--- src/rtl/mips_control_unit.sv ---
// Multicycle Moore control unit for the MIPS datapath.
// State, wait counter and exception code are registered. Control outputs are
// decoded from the registered state. EQ and O only matter in BRANCH and in
// EXEC_R/EXEC_I.
//
// state      | meaning
// RESET      | sp <= 227, then start fetching
// FETCH      | drive PC to memory, ALU computes PC+4
// FETCH_WAIT | hold the fetch while memory settles
// IR_LOAD    | capture IR, PC <= PC+4
// DECODE     | ALUOut <= branch target, dispatch on opcode/funct
// EXEC_R     | R-type ALU op, overflow check for add/sub
// WB_R       | rd <= ALUOut
// EXEC_I     | addi, overflow check
// WB_I       | rt <= ALUOut
// ADDR       | ALUOut <= A + SE16 (load/store address)
// MEM_RD     | hold data address for the read
// WB_LW      | rt <= loaded word
// MEM_WR     | single write strobe
// BRANCH     | compare A/B, conditionally PC <= ALUOut
// LUI        | rt <= imm << 16
// JUMP       | PC <= jump target
// JAL        | ALUOut <= PC (return address)
// JAL_WB     | ra <= ALUOut, PC <= jump target
// JR         | PC <= A
// EXC        | EPC <= PC-4, present exception vector address
// EXC_WAIT   | hold vector address while memory settles
// EXC_LOAD   | PC <= handler address read from the vector
module mips_control_unit #(
  parameter int MEM_WAIT = 2
) (
  input  logic       clk,
  input  logic       reset,
  input  logic [5:0] opcode,
  input  logic [5:0] funct,
  input  logic       O,
  input  logic       EQ,
  output logic [1:0] excpControl,
  output logic [1:0] iord,
  output logic       memWrite,
  output logic       irWrite,
  output logic       regWrite,
  output logic [2:0] srcWrite,
  output logic [3:0] srcData,
  output logic [1:0] aluSrcA,
  output logic [1:0] aluSrcB,
  output logic [2:0] aluControl,
  output logic       aluOutControl,
  output logic [2:0] pcSource,
  output logic       pcWrite,
  output logic       epcControl,
  output logic [1:0] lsControl,
  output logic [4:0] state
);

  typedef enum logic [4:0] {
    S_RESET      = 5'd0,
    S_FETCH      = 5'd1,
    S_FETCH_WAIT = 5'd2,
    S_IR_LOAD    = 5'd3,
    S_DECODE     = 5'd4,
    S_EXEC_R     = 5'd5,
    S_WB_R       = 5'd6,
    S_EXEC_I     = 5'd7,
    S_WB_I       = 5'd8,
    S_ADDR       = 5'd9,
    S_MEM_RD     = 5'd10,
    S_WB_LW      = 5'd11,
    S_MEM_WR     = 5'd12,
    S_BRANCH     = 5'd13,
    S_LUI        = 5'd14,
    S_JUMP       = 5'd15,
    S_JAL        = 5'd16,
    S_JAL_WB     = 5'd17,
    S_JR         = 5'd18,
    S_EXC        = 5'd19,
    S_EXC_WAIT   = 5'd20,
    S_EXC_LOAD   = 5'd21
  } state_t;

  localparam logic [5:0] OP_R    = 6'h00;
  localparam logic [5:0] OP_J    = 6'h02;
  localparam logic [5:0] OP_JAL  = 6'h03;
  localparam logic [5:0] OP_BEQ  = 6'h04;
  localparam logic [5:0] OP_BNE  = 6'h05;
  localparam logic [5:0] OP_ADDI = 6'h08;
  localparam logic [5:0] OP_LUI  = 6'h0f;
  localparam logic [5:0] OP_LW   = 6'h23;
  localparam logic [5:0] OP_SW   = 6'h2b;
  localparam logic [5:0] FN_JR   = 6'h08;
  localparam logic [5:0] FN_ADD  = 6'h20;
  localparam logic [5:0] FN_SUB  = 6'h22;
  localparam logic [5:0] FN_AND  = 6'h24;

  // FETCH already counts as the first memory cycle, so FETCH_WAIT is one shorter.
  localparam logic [3:0] FW_LOAD = 4'(MEM_WAIT - 2);
  localparam logic [3:0] MW_LOAD = 4'(MEM_WAIT - 1);

  state_t     r_state;
  logic [3:0] r_cnt;
  logic [1:0] r_code;
  logic       w_add_sub;
  logic       w_take;

  assign w_add_sub = (funct == FN_ADD) || (funct == FN_SUB);
  assign w_take    = ((opcode == OP_BEQ) && EQ) || ((opcode == OP_BNE) && !EQ);
  assign state     = r_state;

  // State sequencing, memory-wait down-counter and exception-code latch.
  always_ff @(posedge clk) begin
    if (reset) begin
      r_state <= S_RESET;
      r_cnt   <= '0;
      r_code  <= '0;
    end else begin
      case (r_state)
        S_RESET: r_state <= S_FETCH;
        S_FETCH: begin
          if (MEM_WAIT > 1) begin
            r_state <= S_FETCH_WAIT;
            r_cnt   <= FW_LOAD;
          end else begin
            r_state <= S_IR_LOAD;
          end
        end
        S_FETCH_WAIT: begin
          if (r_cnt == 4'd0) r_state <= S_IR_LOAD;
          else               r_cnt   <= r_cnt - 4'd1;
        end
        S_IR_LOAD: r_state <= S_DECODE;
        S_DECODE: begin
          r_code <= 2'd0;
          case (opcode)
            OP_R: begin
              if (w_add_sub || (funct == FN_AND)) r_state <= S_EXEC_R;
              else if (funct == FN_JR)            r_state <= S_JR;
              else                                r_state <= S_EXC;
            end
            OP_ADDI:       r_state <= S_EXEC_I;
            OP_LW, OP_SW:  r_state <= S_ADDR;
            OP_BEQ, OP_BNE: r_state <= S_BRANCH;
            OP_LUI:        r_state <= S_LUI;
            OP_J:          r_state <= S_JUMP;
            OP_JAL:        r_state <= S_JAL;
            default:       r_state <= S_EXC;
          endcase
        end
        S_EXEC_R: begin
          if (O && w_add_sub) begin
            r_state <= S_EXC;
            r_code  <= 2'd1;
          end else begin
            r_state <= S_WB_R;
          end
        end
        S_EXEC_I: begin
          if (O) begin
            r_state <= S_EXC;
            r_code  <= 2'd1;
          end else begin
            r_state <= S_WB_I;
          end
        end
        S_ADDR: begin
          if (opcode == OP_LW) begin
            r_state <= S_MEM_RD;
            r_cnt   <= MW_LOAD;
          end else begin
            r_state <= S_MEM_WR;
          end
        end
        S_MEM_RD: begin
          if (r_cnt == 4'd0) r_state <= S_WB_LW;
          else               r_cnt   <= r_cnt - 4'd1;
        end
        S_JAL: r_state <= S_JAL_WB;
        S_EXC: begin
          r_state <= S_EXC_WAIT;
          r_cnt   <= MW_LOAD;
        end
        S_EXC_WAIT: begin
          if (r_cnt == 4'd0) r_state <= S_EXC_LOAD;
          else               r_cnt   <= r_cnt - 4'd1;
        end
        S_WB_R, S_WB_I, S_WB_LW, S_MEM_WR, S_BRANCH, S_LUI,
        S_JUMP, S_JAL_WB, S_JR, S_EXC_LOAD: r_state <= S_FETCH;
        default: r_state <= S_RESET;
      endcase
    end
  end

  // Control-word decode of the current state.
  always_comb begin
    excpControl   = 2'd0;
    iord          = 2'd0;
    memWrite      = 1'b0;
    irWrite       = 1'b0;
    regWrite      = 1'b0;
    srcWrite      = 3'd0;
    srcData       = 4'd0;
    aluSrcA       = 2'd0;
    aluSrcB       = 2'd0;
    aluControl    = 3'b000;
    aluOutControl = 1'b0;
    pcSource      = 3'd0;
    pcWrite       = 1'b0;
    epcControl    = 1'b0;
    lsControl     = 2'd0;
    case (r_state)
      S_RESET: begin regWrite = 1'b1; srcWrite = 3'd2; srcData = 4'd8; end
      S_FETCH, S_FETCH_WAIT: begin aluSrcB = 2'd1; aluControl = 3'b001; end
      S_IR_LOAD: begin
        irWrite = 1'b1; pcWrite = 1'b1; aluSrcB = 2'd1; aluControl = 3'b001;
      end
      S_DECODE: begin aluSrcB = 2'd3; aluControl = 3'b001; aluOutControl = 1'b1; end
      S_EXEC_R: begin
        aluSrcA = 2'd1; aluOutControl = 1'b1;
        case (funct)
          FN_SUB:  aluControl = 3'b010;
          FN_AND:  aluControl = 3'b011;
          default: aluControl = 3'b001;
        endcase
      end
      S_WB_R: begin regWrite = 1'b1; srcWrite = 3'd1; end
      S_EXEC_I, S_ADDR: begin
        aluSrcA = 2'd1; aluSrcB = 2'd2; aluControl = 3'b001; aluOutControl = 1'b1;
      end
      S_WB_I:   regWrite = 1'b1;
      S_MEM_RD: iord = 2'd1;
      S_WB_LW:  begin regWrite = 1'b1; srcData = 4'd1; end
      S_MEM_WR: begin iord = 2'd1; memWrite = 1'b1; end
      S_BRANCH: begin
        aluSrcA = 2'd1; aluControl = 3'b111;
        pcWrite = w_take; pcSource = w_take ? 3'd1 : 3'd0;
      end
      S_LUI:  begin regWrite = 1'b1; srcData = 4'd5; end
      S_JUMP: begin pcWrite = 1'b1; pcSource = 3'd2; end
      S_JAL:  aluOutControl = 1'b1;
      S_JAL_WB: begin
        regWrite = 1'b1; srcWrite = 3'd4; pcWrite = 1'b1; pcSource = 3'd2;
      end
      S_JR: begin aluSrcA = 2'd1; pcWrite = 1'b1; end
      S_EXC: begin
        aluSrcB = 2'd1; aluControl = 3'b010; epcControl = 1'b1;
        iord = 2'd2; excpControl = r_code;
      end
      S_EXC_WAIT: begin iord = 2'd2; excpControl = r_code; end
      S_EXC_LOAD: begin lsControl = 2'd2; pcSource = 3'd4; pcWrite = 1'b1; end
      default: ;
    endcase
  end

endmodule

--- config.mk ---
export PLATFORM = sky130hd
export DESIGN_NAME = mips_control_unit
export DESIGN_NICKNAME = d
export VERILOG_FILES = /design/src/rtl/mips_control_unit.sv
export SDC_FILE = /design/constraint.sdc
export NUM_CORES = 1
export LEC_CHECK = 0
export BUFFER_PORTS_ARGS = -buffer_cell sky130_fd_sc_hd__buf_4
export CORE_MARGIN = 1.5
export CORE_UTILIZATION = 30
export CTS_CLUSTER_SIZE = 12
export DETAILED_ROUTE_END_ITERATION = 6
export PLACE_DENSITY = 0.63
export SETUP_SLACK_MARGIN = 0.1
export SYNTH_ARGS = -nofsm -noshare
export SYNTH_HDL_FRONTEND = slang
export SYNTH_SLANG_ARGS = --single-unit
--- constraint.sdc ---
create_clock -name clk -period 2.1 [get_ports clk]
set_input_delay 0.21 -clock clk [delete_from_list [all_inputs] [get_ports clk]]
set_output_delay 0.21 -clock clk [all_outputs]
set_load 0.05 [all_outputs]
### After elaboration in Yosys (flattened, before gate mapping)

Index checks and enable logic that the tools add are counted.

* bits of input ports: 16
* ROM bits: 0
* output and inout bits: 34
* bits in writable memories: 0
* bits in registers: 11
* bits in latches: 0
* memories: 0

* add/subtract/negate cells: 1
* reductions and logical operators: 29
* order comparisons: 0
* eq/ne operators: 40
* bitwise logic cells: 0
* mux-type cells: 33
* divide/modulo/power cells: 0
* multiply operators: 0
* shift-type cells: 0

Operators with widths (number)
* case mux 5 bit (12 select lines): 1
* == test 5 x 4 -> 1 bit (second input constant): 8
* case mux 5 bit (7 select lines): 1
* == test 5 bit (second input constant): 6
* == test 6 bit (second input constant): 5
* 2-to-1 mux 5 bit: 6
* == test 5 x 3 -> 1 bit (second input constant): 4
* == test 6 x 4 -> 1 bit (second input constant): 3
* case mux 3 bit (3 select lines): 2
* case mux 4 bit (4 select lines): 1
* OR reduction 5 bit: 3
* != test 2 bit (second input constant): 7
* == test 6 x 2 -> 1 bit (second input constant): 2
* == test 6 x 3 -> 1 bit (second input constant): 2
* case mux 2 bit (3 select lines): 2
* case mux 3 bit (4 select lines): 1
* case mux 4 bit (3 select lines): 1
* OR reduction 2 bit: 6
* OR reduction 6 bit: 2
* OR reduction 11 bit: 1
* == test 5 x 2 -> 1 bit (second input constant): 2
* AND reduction 3 bit: 3
* 2-to-1 mux 1 bit: 8
* 2-to-1 mux 2 bit: 4
* other kinds (16): 22

### Logic depth before layout (Yosys ltp)

Gate-level depths: netlist of run 1.

* depth in word-level cells: 6
* mapped depth: 7

### Least setup slack after synthesis of run 1

OpenSTA, ideal clock, no wires.

* path kind: reg2out
* start point: register r_state[3] (netlist: state[3])
* end point: output port pcSource[0]
* arrival: 2999 ps
* cell stages (with the launch flop): 6
* path buffers: 3
* slack: -1109 ps
* cell sequence: dfxtp_1 > buf_6 > clkbuf_1 > clkbuf_1 > nand2_1 > nor4_1

* longest elaborated chain between the ends: 3

RTL lines
* from (decl): RTL line 99 `state_t r_state;`
* from (signal assigned): RTL line 112 `r_state <= S_RESET;`
* from (signal assigned): RTL line 117 `S_RESET: r_state <= S_FETCH;`
* from (signal assigned): RTL line 120 `r_state <= S_FETCH_WAIT;`
* == test 5 bit or == test 5 x 4 -> 1 bit (tied branches): RTL line 209 `case (r_state)`
* OR reduction 2 bit (no line)
* case mux 3 bit (3 select lines) (*): RTL line 209
* to (decl): RTL line 49 `output logic [2:0] pcSource,`

Mark *: on every way between the ends. The rest lies on a longest branch, timed or not.

### Worst setup path after layout of run 1

* start point: register r_state[1] (netlist: state[1])
* end point: output port excpControl[0]

* longest elaborated chain between the ends: 3

RTL lines
* == test 5 bit: RTL line 209
* OR reduction 2 bit (no line) (*)
* 2-to-1 mux 2 bit (*): RTL line 209
* to (decl): RTL line 38 `output logic [1:0] excpControl,`

Marked as above.

==> impl_metrics.yaml, run 1 <==
status:
  outcome: "finished clean"
clocking:
  cts_hold_buf: 0
  htree_levels: 1
  clk_latency_ns: 0.23
  clk_pin_slew_worst_paths_ns: 0.05
  clockBufferDepth: 2
  cts_buffers: 3
  clkSinkCount: 10
  cts_tree: "done"
  cts_root_buf: "clkbuf_8"
logic_synthesis:
  async_flop_share: 0
  synth_seq_area_share: 0.127
  ys_ff_latch: 10
  syn-cell-area_um2: 1570
  synth_edf_count: 0
  syn_inst: 227
  yosys-top-cells-area: "dfxtp_1 13%, nor2_1 7.2%, a21oi_1 6.7%"
  avgSynthCellArea_um2: 6.93
  yosysUniqueCellTypes: 66
  synth_top_area_share: 0.127
  yosys_warnings: 0
  synth_top_cell_by_area: "dfxtp_1"
  synthFlopType: "dfxtp_1"
worst_setup_path:
  r2r_end: "state[0]"
  start_kind: "flip-flop"
  critPathRequiredTime_ns: 1.89
  worst-r2r-cell-count: 6
  worst-setup-path-type: "flip-flop to output pin"
  crit_fanout: 12
  endpoint_kind: "output pin"
  worstPathArrival_ns: 1.74
  r2r_start: "state[0]"
  ff2ff_setup_slack_ns: 0.24
timing:
  fmax_mhz: 514
  period_minus_slack_ns: 1.95
  rsz0062_at_grt: "true"
  hold_ws_ns: 0.232
  slew_violations: 0
  finalClockSkew_ns: 0.00275
  setup_viol: 0
  fin_crit_sh: 0.927
  tns_ns: 0
  finalHoldViolations: 0
global_routing:
  grt_pass1_wl_mm: 7.74
  first_global_vias: 1563
  grt_antenna_before_repair: 0
  grt_overflow_total: 0
  grt_max_degree: 21
  track_usage: 0.175
power_and_ir_drop:
  power-per-cell-area_nw_per_um2: 1030
  peakVddDrop_uv: 506
  p_leak_uw: 0.000859
route:
  via_count: 1840
  first_iter_violations: 120
  ant_nets: 0
  wire_per_inst_um: 14.6
  drc_errors: 0
  drt-pass1-iter-count: 5
  viasPerCell: 5.46
  drt-total-wl_mm: 4.93
hold_path:
  hp-class: "input pin to flip-flop"
  hold_depth: 2
  min_to: "r_code[0]"
  min-delay-start: "reset"
place:
  portBuffers: 45
  gp_congestion: 0.898
  dpl-instance-area_um2: 2070
  hpwl_mm: 3.77
  dp.cells: 330
final_layout:
  finalNonFillerCells: 337
  stdcell_area_um2: 2170
  diodes: 0
  syn_to_final_growth_pct: 37.9
  fillers: 544
  nets: 286
  final_layout_size_suffix_gt1_frac: 0.401
run:
  drv_cap: 0
die:
  chipWidth_um: 75.4
  row_count: 26
  core_um2: 5070
  dieArea_um2: 5690
  io_pins: 50
  die_y_um: 75.4
  start_util: 0.310
where the power goes:
part	internal [uW]	switching [uW]	leakage, uW	total [uW]
clock	164	72.1	0.0000288	237
combinational	604	1080	0.000746	1680
sequential	242	71.2	0.0000846	314
sequential cells by signal, indices dropped and copies added, names as in the netlist:
signal and flops:
r_cnt 4, state 5, r_code 1
Yosys cell counts (2+ instances only):
| cell | instances |
|---|---|
| o21ai_0 | 8 |
| a311oi_1 | 2 |
| buf_2 | 2 |
| a31oi_1 | 3 |
| nor3_1 | 11 |
| a211oi_1 | 2 |
| a21oi_1 | 21 |
| and2b_2 | 2 |
| nor2_1 | 30 |
| clkbuf_1 | 7 |
| o2111ai_1 | 3 |
| buf_4 | 6 |
| nand2b_1 | 4 |
| buf_6 | 7 |
| o21a_1 | 2 |
| nand3b_1 | 4 |
| inv_2 | 2 |
| o21ai_1 | 2 |
| and2_2 | 2 |
| buf_1 | 2 |
| inv_1 | 6 |
| o22ai_1 | 3 |
| a32oi_1 | 2 |
| nor2b_1 | 4 |
| o31ai_1 | 2 |
| nor4_1 | 5 |
| and2_1 | 3 |
| nand3_1 | 6 |
| ha_1 | 2 |
| nand2_1 | 17 |
| mux2i_1 | 3 |
| nand4_1 | 3 |
| dfxtp_1 | 10 |
| o32ai_1 | 2 |
| xnor2_1 | 3 |
| and3_1 | 3 |
| xor2_1 | 2 |
cell type report:
type                    instances  area, um2  share of cell area
multi-input cells             187       1330               0.615
repair buffers                 58        447               0.206
flip-flops and latches         10        216              0.0998
well taps                      70       87.6              0.0404
clock buffers                   4       55.1              0.0254
inverters                       8       30.0              0.0138
placed cells by master, fill, tap and decap left out, drive strengths merged, types with 5 or more instances in the layout:
| cell | count |
|---|---|
| buf | 58 |
| dfxtp | 10 |
| nand3 | 6 |
| nand2 | 17 |
| nor4 | 6 |
| nor3 | 11 |
| inv | 8 |
| nor2 | 30 |
| a21oi | 21 |
| nand2b | 5 |
| and2 | 5 |
| o21ai | 11 |
metrics by stage:
| step | total power (uW) | util | worst slack, ns |
|---|---|---|---|
| after floorplan | 1580 | - | 0.105 |
| after global placement | 1920 | 0.408 | 0.241 |
| after detailed placement | 1930 | 0.408 | 0.231 |
| after CTS | 2180 | 0.421 | 0.121 |
| after global routing | 2360 | 0.427 | 0.0619 |
| final | 2230 | 0.427 | 0.154 |
critical path, stage by stage (launching register included):
cell and delay (ns):
dfxtp_4 0.42, buf_4 0.20, inv_2 0.12, nor2_2 0.17, a21oi_1 0.12, nor2_4 0.15, and2_4 0.15, buf_4 0.18
kinds of logic after synthesis:
family | Yosys count | synth area share
multiplexers | 3 | 0.0191
AO/OA/AOI/OAI | 65 | 0.292
adder cells (fa/ha/maj) | 2 | 0.0159
flip-flops | 10 | 0.127
XOR/XNOR | 5 | 0.0278
buffers and inverters | 33 | 0.132
AND/OR/NAND/NOR | 108 | 0.383
other | 1 | 0.00238
worst max-delay path by stage:
| stage | start | endpoint | slack, ns | cells past startpoint |
|---|---|---|---|---|
| global placement | state[1] | r_cnt[0] | 0.24 | 5 |
| finish | state[1] | excpControl[0] | 0.15 | 7 |
| floorplan | state[2] | aluControl[0] | 0.10 | 6 |
| detailed placement | state[1] | r_cnt[0] | 0.23 | 5 |
| global route | state[1] | excpControl[0] | 0.06 | 7 |
| CTS | state[1] | excpControl[0] | 0.12 | 7 |
what timing repair did:
item,CTS,global route
setup endpoints to repair,4,4
setup buffers,0,3
resized for setup,4,4
pin swaps,0,1
layer usage:
metal,GRT usage,routed length (um)
met1,0.244,2270
met2,0.287,2340
met3,0.0238,263
met4,0.0417,59
met5,0,0
(Power assumes the default switching activity.)
==> run 2, diff against run 1 <==
- clock period: 2.1 -> 2.5 ns (I/O delays scaled with it)
==> run 2 against run 1 <==
Final area fell by 7.4%. Clock power shrank 31%. Clock skew rose by 0.0014 ns. Critical path depth decreased by 3. Worst setup slack better by 0.14 ns. Global-route usage shrank 1.0 points. First-iteration DRC count rose by 7.5%. Core utilization down 3.2 points. Largest cell class unchanged.
==> impl_metrics.yaml, run 2 (synthesis gave the netlist of run 1 again) <==
die:
  core_um2: 5070
  start_util: 0.310
  dieArea_um2: 5690
  die_y_um: 75.4
  chipWidth_um: 75.4
  io_pins: 50
  row_count: 26
route:
  drt-pass1-iter-count: 5
  ant_nets: 0
  via_count: 1828
  drc_errors: 0
  wire_per_inst_um: 14.3
  drt-total-wl_mm: 4.73
  viasPerCell: 5.54
  first_iter_violations: 129
worst_setup_path:
  slowest_stage: "dfxtp_2"
  max_stage_delay_ns: 0.67
  worst-r2r-cell-count: 5
  worst-setup-path-type: "flip-flop to output pin"
  start_kind: "flip-flop"
  endpoint_kind: "output pin"
  crit_fanout: 26
  worstPathArrival_ns: 1.96
  crit_chain: "nand2b_1, nor4_1, o21bai_2, buf_4"
  critPathRequiredTime_ns: 2.25
power_and_ir_drop:
  p_sw_uw: 975
  comb_power_share: 0.722
  peakVddDrop_uv: 326
  p_leak_uw: 0.000808
  clockPowerShare: 0.095
  power_frac_seq: 0.183
  netSwitchingFraction: 0.565
  power.internal_uw: 750
  power-per-cell-area_nw_per_um2: 860
clocking:
  clk_pin_slew_worst_paths_ns: 0.05
  htree_levels: 1
  ctsResizeCount: 0
  postCtsSetupRepairBufs: 0
  clockBufferDepth: 2
  cts_hold_buf: 0
  cts_tree: "done"
  clkSinkCount: 10
  cts_root_buf: "clkbuf_8"
  cts_buffers: 3
  clk_latency_ns: 0.23
global_routing:
  grt_overflow_total: 0
  track_usage: 0.165
  first_global_vias: 1490
  grt_max_degree: 30
  grt_antenna_before_repair: 0
  grt_pass1_wl_mm: 7.33
timing:
  fin_crit_sh: 0.883
  hold_ws_ns: 0.277
  finalClockSkew_ns: 0.00410
  finalHoldViolations: 0
  slew_violations: 0
  rsz0062_at_grt: "false"
  fmax_mhz: 453
  setup_ws_ns: 0.292
  max_slew.worst_pin.slew_ns: 0.553
  period_minus_slack_ns: 2.21
  setup_viol: 0
  maxSlewHeadroom: 0.631
hold_path:
  hp-class: "input pin to flip-flop"
  hold_depth: 2
final_layout:
  largest_reg_flops: 5
  final_common_cell: "buf_4"
  syn_to_final_growth_pct: 27.6
  layout_common_cells: "52 x buf_4, 28 x nor2_1, 20 x a21oi_1"
  stdcell_area_um2: 2010
  final_layout_size_suffix_gt1_frac: 0.331
  final_core_util: 0.395
  diodes: 0
  nets: 280
place:
  dp_slack_ns: 0.494
  gp_congestion: 0.839
  dpl-instance-area_um2: 1970
  hpwl_mm: 3.59
  portBuffers: 45
run:
  drv_cap: 0
status:
  outcome: "finished clean"
==> run 2: cell type report <==
cell class	count	area [um2]
Multi-Input combinational cell	187	1250
Inverter	8	30.0
Clock buffer	3	41.3
Timing Repair Buffer	52	390
Tap cell	70	87.6
Sequential cell	10	203
Fill cell	574	3070
==> run 2: through the flow <==
stage,instances,TNS [ns],power (uW)
floorplan,230,-0.315,1270
global placement,327,0,1550
detailed placement,327,0,1550
CTS,330,0,1720
global route,330,0,1830
finish,330,0,1730
==> run 2: critical path, delay by kind of cell, from the launching register on <==
kind            cells  cell delay (ns)
flops               1             0.67
simple gates        2             0.66
buf+inv             1             0.21
compound gates      1             0.19
==> run 2: metal layers <==
| layer | share of wire | vias up | track usage | wire length (um) |
|---|---|---|---|---|
| li1 | - | 896 | - | - |
| met1 | 0.45 | 850 | 0.236 | 2150 |
| met2 | 0.48 | 74 | 0.267 | 2270 |
| met3 | 0.058 | 8 | 0.0212 | 273 |
| met4 | 0.0080 | 0 | 0.0317 | 38 |
| met5 | 0 | - | 0 | 0 |
==> run 2: path summary, 6_finish.rpt <==
kind | from | endpoint | slack [ns]
setup reg to reg | state[1] | r_cnt[0] | 0.49
setup / recovery | state[4] | aluOutControl | 0.29
hold / removal | reset | state[0] | 0.28
hold reg to reg | r_code[0] | r_code[0] | 0.47
==> run 2: power by group through the flow <==
stage	Sequential, uW	Clock [uW]	Combinational, uW
CTS	314	168	1240
global route	330	180	1320
global placement	317	0	1230
detailed placement	318	0	1230
floorplan	295	0	976
finish	316	164	1250
